### config.mk
export PLATFORM = sky130hd
export DESIGN_NAME = pmod_acl2_spi_regseq
export DESIGN_NICKNAME = d
export VERILOG_FILES = /design/src/rtl/pmod_acl2_spi_regseq.sv
export SDC_FILE = /design/constraint.sdc
export NUM_CORES = 1
export LEC_CHECK = 0
export ABC_AREA = 0
export CAP_MARGIN = 20
export CORE_ASPECT_RATIO = 1.4
export CORE_UTILIZATION = 44
export CTS_CLUSTER_SIZE = 12
export DETAILED_ROUTE_END_ITERATION = 6
export PLACE_DENSITY = 0.86
export SLEW_MARGIN = 20
export SYNTH_ARGS = -nofsm -noshare
export SYNTH_HDL_FRONTEND = slang
export SYNTH_SLANG_ARGS = --single-unit
### constraint.sdc
create_clock -name i_clk_20mhz -period 2 [get_ports i_clk_20mhz]
set_input_delay 0.3 -clock i_clk_20mhz [delete_from_list [all_inputs] [get_ports i_clk_20mhz]]
set_output_delay 0.3 -clock i_clk_20mhz [all_outputs]
set_load 0.01 [all_outputs]
### src/rtl/pmod_acl2_spi_regseq.sv
// pmod_acl2_spi_regseq: turns ADXL362 register commands into SPI solo driver FIFO/go operations
module pmod_acl2_spi_regseq #(
  parameter int parm_tx_len_bits   = 11,
  parameter int parm_wait_cyc_bits = 2,
  parameter int parm_rx_len_bits   = 11,
  parameter int parm_timeout_cyc   = 65535
) (
  input  logic                          i_clk_20mhz,
  input  logic                          i_rst_20mhz,
  input  logic                          i_cmd_start,
  input  logic                          i_cmd_write,
  input  logic [7:0]                    i_reg_addr,
  input  logic [7:0]                    i_wr_data,
  input  logic [3:0]                    i_rd_count,
  output logic                          o_busy,
  output logic                          o_done,
  output logic                          o_err,
  output logic [7:0]                    o_rd_data,
  output logic                          o_rd_valid,
  output logic                          o_go_stand,
  input  logic                          i_spi_idle,
  output logic [parm_tx_len_bits-1:0]   o_tx_len,
  output logic [parm_wait_cyc_bits-1:0] o_wait_cyc,
  output logic [parm_rx_len_bits-1:0]   o_rx_len,
  output logic [7:0]                    o_tx_data,
  output logic                          o_tx_enqueue,
  input  logic                          i_tx_ready,
  input  logic [7:0]                    i_rx_data,
  output logic                          o_rx_dequeue,
  input  logic                          i_rx_valid,
  input  logic                          i_rx_avail
);
  localparam int tw = $clog2(parm_timeout_cyc + 1);
  typedef enum logic [3:0] {
    IDLE, WAIT_RDY, LOAD_CMD, LOAD_ADDR, LOAD_DATA, GO, WAIT_BUSY, WAIT_DONE, DRAIN, DONE
  } state_t;
  state_t state;
  logic wr, pend, loading, counted, tmo;
  logic [7:0] addr, wdata;
  logic [3:0] rem;
  logic [tw-1:0] tcnt;
  always_comb begin
    loading = state inside {LOAD_CMD, LOAD_ADDR, LOAD_DATA};
    counted = loading || state inside {WAIT_RDY, WAIT_BUSY, WAIT_DONE, DRAIN};
    tmo = counted && tcnt == tw'(parm_timeout_cyc);
  end
  // FIFO strobes are gated by the same-cycle handshake inputs, so they cannot be registered
  assign o_tx_enqueue = loading && i_tx_ready && !tmo;
  assign o_rx_dequeue = state == DRAIN && i_rx_avail && !pend && rem != 4'd0 && !tmo;
  assign o_wait_cyc = '0;
  always_ff @(posedge i_clk_20mhz) begin
    if (i_rst_20mhz) begin
      state <= IDLE;
      tcnt <= '0;
      wr <= 1'b0;
      addr <= '0;
      wdata <= '0;
      rem <= '0;
      pend <= 1'b0;
      o_busy <= 1'b0;
      o_done <= 1'b0;
      o_err <= 1'b0;
      o_rd_data <= '0;
      o_rd_valid <= 1'b0;
      o_go_stand <= 1'b0;
      o_tx_len <= '0;
      o_rx_len <= '0;
      o_tx_data <= '0;
    end else begin
      o_done <= 1'b0;
      o_err <= 1'b0;
      o_rd_valid <= 1'b0;
      o_go_stand <= 1'b0;
      tcnt <= counted ? tcnt + 1'b1 : '0;
      if (tmo) begin
        state <= IDLE;
        tcnt <= '0;
        pend <= 1'b0;
        o_busy <= 1'b0;
        o_err <= 1'b1;
        o_tx_len <= '0;
        o_rx_len <= '0;
        o_tx_data <= '0;
      end else begin
        case (state)
          IDLE: if (i_cmd_start) begin
            if (!i_cmd_write && i_rd_count == 4'd0) o_err <= 1'b1;
            else begin
              wr <= i_cmd_write;
              addr <= i_reg_addr;
              wdata <= i_wr_data;
              rem <= i_rd_count;
              o_busy <= 1'b1;
              state <= WAIT_RDY;
            end
          end
          WAIT_RDY: if (i_spi_idle) begin
            state <= LOAD_CMD;
            tcnt <= '0;
            o_tx_len <= wr ? parm_tx_len_bits'(3) : parm_tx_len_bits'(2);
            o_rx_len <= wr ? '0 : parm_rx_len_bits'(rem);
            o_tx_data <= wr ? 8'h0A : 8'h0B;
          end
          LOAD_CMD: if (i_tx_ready) begin
            state <= LOAD_ADDR;
            tcnt <= '0;
            o_tx_data <= addr;
          end
          LOAD_ADDR: if (i_tx_ready) begin
            state <= wr ? LOAD_DATA : GO;
            tcnt <= '0;
            o_tx_data <= wr ? wdata : 8'h00;
            o_go_stand <= !wr;
          end
          LOAD_DATA: if (i_tx_ready) begin
            state <= GO;
            tcnt <= '0;
            o_tx_data <= 8'h00;
            o_go_stand <= 1'b1;
          end
          GO: state <= WAIT_BUSY;
          WAIT_BUSY: if (!i_spi_idle) begin
            state <= WAIT_DONE;
            tcnt <= '0;
          end
          WAIT_DONE: if (i_spi_idle) begin
            state <= wr ? DONE : DRAIN;
            tcnt <= '0;
            o_done <= wr;
          end
          DRAIN: if (rem == 4'd0) begin
            state <= DONE;
            tcnt <= '0;
            o_done <= 1'b1;
          end else begin
            if (o_rx_dequeue) pend <= 1'b1;
            if (i_rx_valid && pend) begin
              o_rd_data <= i_rx_data;
              o_rd_valid <= 1'b1;
              pend <= 1'b0;
              rem <= rem - 1'b1;
            end
          end
          DONE: begin
            state <= IDLE;
            o_busy <= 1'b0;
            o_tx_len <= '0;
            o_rx_len <= '0;
            o_tx_data <= '0;
          end
          default: state <= IDLE;
        endcase
      end
    end
  end
endmodule
==> out/qor.yml, run 1 <==
antenna_cells: 0
grt_overflow: 0
cts.sinks: 69
syn2layout_area_growth_pct: 44.0
fp.dieArea_um2: 7720
path_class: "flop to output port"
path_clk_slew_ns: 0.07
ys_ff_latch: 69
tritoncts: "yes"
grt_pass1_wl_um: 14000
period_needed_ns: 2.15
yosysTopAreaCellShare_pct: 42.6
p_leak_nw: 1.76
drcViolationCount: 0
slew_violations: 0
async_flop_share_pct: 0
io_buffers: 64
r2r_setup_slack_ns: -0.09
cp.required_ns: 1.70
netlist_instances: 397
grt_max_degree: 27
h-tree-depth: 3
start_util_pct: 46.1
wl_um: 9160
synth-main-ff-cell: "dfxtp_1"
yosysWarningCount: 0
vias_per_cell: 5.40
wire_per_inst_um: 15.0
synth-edff-count: 0
synthDistinctLibCells: 50
violations: "setup timing"
power_w: 0.00395
die-width_um: 74.5
final_layout_size_suffix_gt1_share_pct: 18.5
die_y_um: 104
max_clock_freq_ghz: 0.465
dp_hpwl_um: 6150
yosysSeqAreaShare_pct: 42.6
num_vias: 3286
hold_path_class: "flop to flop"
outcome: "complete, but fails checks"
fin_nets: 547
placedCellCount: 588
finalSetupViolCount: 29
finalHoldViolations: 0
power.density_nw_per_um2: 846
crit_arrival_ns: 1.85
fin_area_um2: 4670
syn-cell-area_um2: 3240
core_area_um2: 7030
clk_path_buf_depth: 2
cts_buffers: 9
grt_antenna_before_repair: 0
rsz0062_at_grt: "yes"
grt.total_usage_pct: 23.6
postRouteAntennaNets: 0
setup_ws_ns: -0.151
tns_ns: -0.980
first_global_vias: 3096
gp_congestion: 0.939
maxCapViolCount: 0
worst-path-max-fanout: 2
stdcell_count: 609
detailedRoute.firstIterationViolations: 171
fin_skew_ns: 0.00727
worstSetupStartpointType: "flop"
synthTopCellsByArea: "dfxtp_1, a21oi_1, nand2_1"
finalCritPeriodShare_pct: 108
clock_latency_ns: 0.35
io_pins: 83
drtPass1Iterations: 4
placed_cell_area_um2: 4260
synth_top_cell_by_area: "dfxtp_1"
root_buffer: "clkbuf_8"
irDropWorstVdd_v: 0.000582
fp-row-count: 36
crit_path_end_kind: "output port"
syn_avg_cell_area_um2: 8.16
## cell usage in the layout, fill, tap and decap left out, types with 8 or more instances in the layout
master and instances:
o21ai_1 9, dfxtp_1 67, a21oi_1 40, a22oi_1 9, nor3_1 8, nand2_1 49
clkdlybuf4s50_1 62, conb_1 18, nor2_1 45, inv_1 9, buf_4 48, xor2_1 8
clkbuf_8 10, nand3_1 20
## cell usage after synthesis (2+ instances only)
| cell type | n |
|---|---|
| dfxtp_1 | 69 |
| nand2_1 | 50 |
| nor2_1 | 48 |
| a21oi_1 | 40 |
| nand3_1 | 20 |
| buf_4 | 18 |
| o21ai_0 | 12 |
| clkbuf_1 | 11 |
| a22oi_1 | 9 |
| inv_1 | 9 |
| nor3_1 | 9 |
| xnor2_1 | 8 |
| xor2_1 | 8 |
| nor2b_1 | 7 |
| nor3b_1 | 6 |
| o21a_1 | 6 |
| buf_2 | 5 |
| a31oi_1 | 4 |
| nand2b_1 | 4 |
| a221oi_1 | 3 |
| a311oi_1 | 3 |
| and4_1 | 3 |
| nand4_1 | 3 |
| nor4_1 | 3 |
| o211a_1 | 3 |
| o21ai_1 | 3 |
| o31ai_1 | 3 |
| or3_1 | 3 |
| buf_1 | 2 |
| buf_6 | 2 |
| ha_1 | 2 |
| o2111ai_1 | 2 |
| o211ai_1 | 2 |
## power by group
group          switching (W)  internal, W
combinational       0.000554     0.000471
clock               0.000518     0.000861
sequential         0.0000680      0.00148
total                0.00114      0.00281
## final cells by class
class                           instances  area [µm²]
Multi-Input combinational cell        298        1750
Sequential cell                        69        1380
Tap cell                               95         119
Inverter                                9        33.8
Clock buffer                           12         145
Clock inverter                          4        95.1
Fill cell                             572        2360
Timing Repair Buffer                  122        1130
## metrics by stage
step,setup WS (ns),util (%),hold slack (ns)
5_1_grt,-0.188,66.4,0.482
3_5_place_dp,-0.153,60.6,0.450
3_3_place_gp,-0.109,60.6,0.443
4_1_cts,-0.166,64.7,0.459
6_report,-0.151,66.4,0.459
2_1_floorplan,0.0203,-,0.436
## metal layers
metal  part of all wire, %  up-vias  global-route usage (%)
met4                   4.4        0                    16.3
met2                    51      121                    39.4
li1                      -     1577                       -
met1                    39     1550                    26.1
met5                     0        -                       0
met3                   5.0       38                    4.28
## worst max-delay path, cell delays in order (launching register included)
cell      delay (ns)
dfxtp_1         0.32
or4b_4          0.58
buf_6           0.15
a311oi_4        0.23
nor3_2          0.08
buf_2           0.15
## state kept, by name, summed over array words and instances (netlist names), 2 cells and up
register and count:
addr 8, rem 4, tcnt 16, o_rd_data 8
o_tx_data 8, wdata 8, o_rx_len 4, o_tx_len 2
state 4
## timing repair
action | CTS | global route
gates resized for setup | 17 | 26
setup buffers | 2 | 1
setup endpoints to repair | 19 | 48
hold buffers | 0 | 0
cloned | 1 | 1
endpoints found under the hold margin | 0 | 0
pin swaps | 5 | 3
## logic make-up after synthesis
logic type / count (synthesis) / synth area share [%]
simple gates: 165 / 24.6
compound gates: 95 / 18.9
flops: 69 / 42.6
buf+inv: 48 / 8.34
xor+xnor: 16 / 4.32
fa+ha+maj: 2 / 0.772
other cells: 1 / 0.116
mux: 1 / 0.309
## worst paths after layout
kind                  from      endpoint  depth (start not counted)
setup / recovery  state[1]  o_rx_dequeue                          5
setup reg to reg  state[1]        rem[1]                          7
hold reg to reg    addr[6]       addr[6]                          2
hold / removal     addr[6]       addr[6]                          2
Note: power is estimated with default switching activity, not from simulation.
==> run 2, diff against run 1 <==
CORE_MARGIN = 3   (was not set)
CTS_CLUSTER_SIZE = 24   (was 12)
==> run 2 against run 1 <==
  * The flow still finishes with violations (setup timing)
  * Combinational power is 4% lower
  * Via count grew 0.70%
  * Routed wire length rose by 2.4%
  * Global-route usage fell by 2.2 points
  * Hold slack about the same
  * Sequential power barely moved
  * Die area up 9.4%
  * Non-clock buffer count did not move
  * Core utilization shrank 0.74 points
  * Critical path type unchanged
  * Largest cell class unchanged
==> out/qor.yml, run 2 (synthesis gave the netlist of run 1 again) <==
clock_latency_ns: 0.36  # about the same
detailedRoute.firstIterationViolations: 140  # -18%
hold_path_class: "flop to flop"
clock_power_share_pct: 33.1  # -1.8 points
r2r-start: "state[1]"
wl_um: 9380  # +2.4%
finalSetupViolCount: 51  # +76%
die_y_um: 108  # +3.9%
largest_reg_flops: 16  # unchanged
vias_per_cell: 5.44  # +0.87%
postRouteAntennaNets: 0  # unchanged
r2r_setup_slack_ns: -0.14  # -0.05 ns
irDropWorstVdd_v: 0.000586  # +0.74%
period_needed_ns: 2.15  # -0.000152 ns
tns_ns: -4.73  # -3.75 ns
grt_antenna_before_repair: 0  # unchanged
p_leak_nw: 1.74  # -0.97%
cp_num_buf_inv: 2  # unchanged
worst-path-max-fanout: 2  # unchanged
nFillCells: 545  # -4.7%
cp.required_ns: 1.70  # about the same
maxCapViolCount: 0  # unchanged
die-width_um: 78.5  # +5.4%
most-common-layout-cells: "dfxtp_1, clkdlybuf4s50_1, nand2_1"
p_comb_share_pct: 26.0  # about the same
outcome: "complete, but fails checks"
grt_max_degree: 29  # +7.4%
critical-path-top-delay-family: "simple AND/OR/NAND/NOR gates"
placedCellCount: 589  # +0.17%
cp.depth: 5  # unchanged
fp.dieArea_um2: 8450  # +9.4%
finalCritPeriodShare_pct: 108  # about the same
fin_nets: 546  # -0.18%
antenna_cells: 0  # unchanged
p_switching_w: 0.00115  # +0.84%
gp_congestion: 0.841  # -10%
path_clk_slew_ns: 0.07  # about the same
core_area_um2: 7070  # +0.64%
setup_ws_ns: -0.151  # +0.000152 ns
rsz0062_at_grt: "yes"
dp_hpwl_um: 6230  # +1.3%
seqPwrFrac_pct: 40.9  # +1.8 points
num_vias: 3309  # +0.70%
stdcell_count: 608  # -0.16%
clk_path_buf_depth: 2  # unchanged
finalHoldViolations: 0  # unchanged
fin_area_um2: 4640  # -0.48%
placed_cell_area_um2: 4250  # -0.12%
max_stage_delay_ns: 0.55  # -0.03 ns
crit_arrival_ns: 1.85  # about the same
h-tree-depth: 3  # unchanged
cts_buffers: 9  # unchanged
start_util_pct: 45.8  # -0.29 points
final_layout_size_suffix_gt1_share_pct: 20.5  # +2.0 points
slew_violations: 0  # unchanged
grt_overflow: 0  # unchanged
final_util_pct: 65.7  # -0.74 points
reg2regPathDepth: 8  # +1
drtPass1Iterations: 6  # +2
fp-row-count: 36  # unchanged
io_buffers: 64  # unchanged
worstSetupStartpointType: "flop"
root_buffer: "clkbuf_8"
worstReg2RegEnd: "o_busy"
fin_skew_ns: 0.00684  # -0.000422 ns
grt_pass1_wl_um: 14100  # +0.94%
wire_per_inst_um: 15.4  # +2.6%
cts.sinks: 69  # unchanged
crit_path_end_kind: "output port"
final_common_cell: "dfxtp_1"
first_global_vias: 3195  # +3.2%
path_cells: "or4b_4, buf_6, a311oi_4, nor3_2, buf_2"
regMostFlops: "tcnt"
p_int_w: 0.00262  # -6.5%
startpoint: "state[1]"
power.density_nw_per_um2: 813  # -3.9%
syn2layout_area_growth_pct: 43.3
path_class: "flop to output port"
critPathSlowestCell: "or4b_4"
io_pins: 83  # unchanged
violations: "setup timing"
max_clock_freq_ghz: 0.465  # about the same
grt.total_usage_pct: 21.4  # -2.2 points
drcViolationCount: 0  # unchanged
tritoncts: "yes"
endpoint: "o_rx_dequeue"
swShare_pct: 30.5  # +1.6 points
-- run 2: worst min-delay path by stage --
stage,start,to,cells after the start
2_1_floorplan,i_reg_addr[0],addr[0],2
3_3_place_gp,wdata[0],wdata[0],2
3_5_place_dp,addr[4],addr[4],2
4_1_cts,addr[4],addr[4],2
5_1_grt,i_reg_addr[5],addr[5],3
6_report,wdata[4],wdata[4],2
-- run 2: repair_timing --
item | CTS | global route
endpoints found under the hold margin | 0 | 0
resized for setup | 30 | 21
hold buffers | 0 | 0
buffers inserted | 2 | 0
pin swaps | 7 | 5
setup endpoints to repair | 32 | 52
cloned | 1 | 1
-- run 2: worst min-delay path: stages, from the launching register on --
cell     delay [ns]
dfxtp_1        0.31
nand2_1        0.05
a21oi_1        0.05
-- run 2: power groups by stage --
stage	clock [W]	combinational [W]	sequential, W
2_1_floorplan	0	0.000531	0.00157
3_3_place_gp	0	0.000885	0.00156
3_5_place_dp	0	0.000907	0.00157
4_1_cts	0.00126	0.000939	0.00154
5_1_grt	0.00131	0.00106	0.00155
6_report	0.00125	0.000981	0.00154
-- run 2: final cells by class --
type | count | area, µm² | share of cell area (%)
clock inverter | 6 | 87.6 | 1.89
clock buffer | 10 | 128 | 2.75
multi-input combinational | 297 | 1750 | 37.6
timing repair buffer | 122 | 1140 | 24.6
tap | 95 | 119 | 2.56
inverter | 9 | 33.8 | 0.728
sequential | 69 | 1390 | 29.9
-- run 2: metal layers --
| layer | GRT usage, % | share of wire, % | vias up |
|---|---|---|---|
| li1 | - | - | 1569 |
| met1 | 22.3 | 36 | 1538 |
| met2 | 38.3 | 52 | 158 |
| met3 | 4.19 | 6.2 | 44 |
| met4 | 14.4 | 5.3 | 0 |
| met5 | 0 | 0 | - |
-- run 2: through the flow --
stage	setup WS (ns)	power (W)	hold slack, ns
finish	-0.151	0.00377	0.460
detailed placement	-0.184	0.00247	0.449
CTS	-0.226	0.00373	0.459
floorplan	0.0203	0.00210	0.436
global placement	-0.116	0.00245	0.441
global route	-0.189	0.00393	0.484
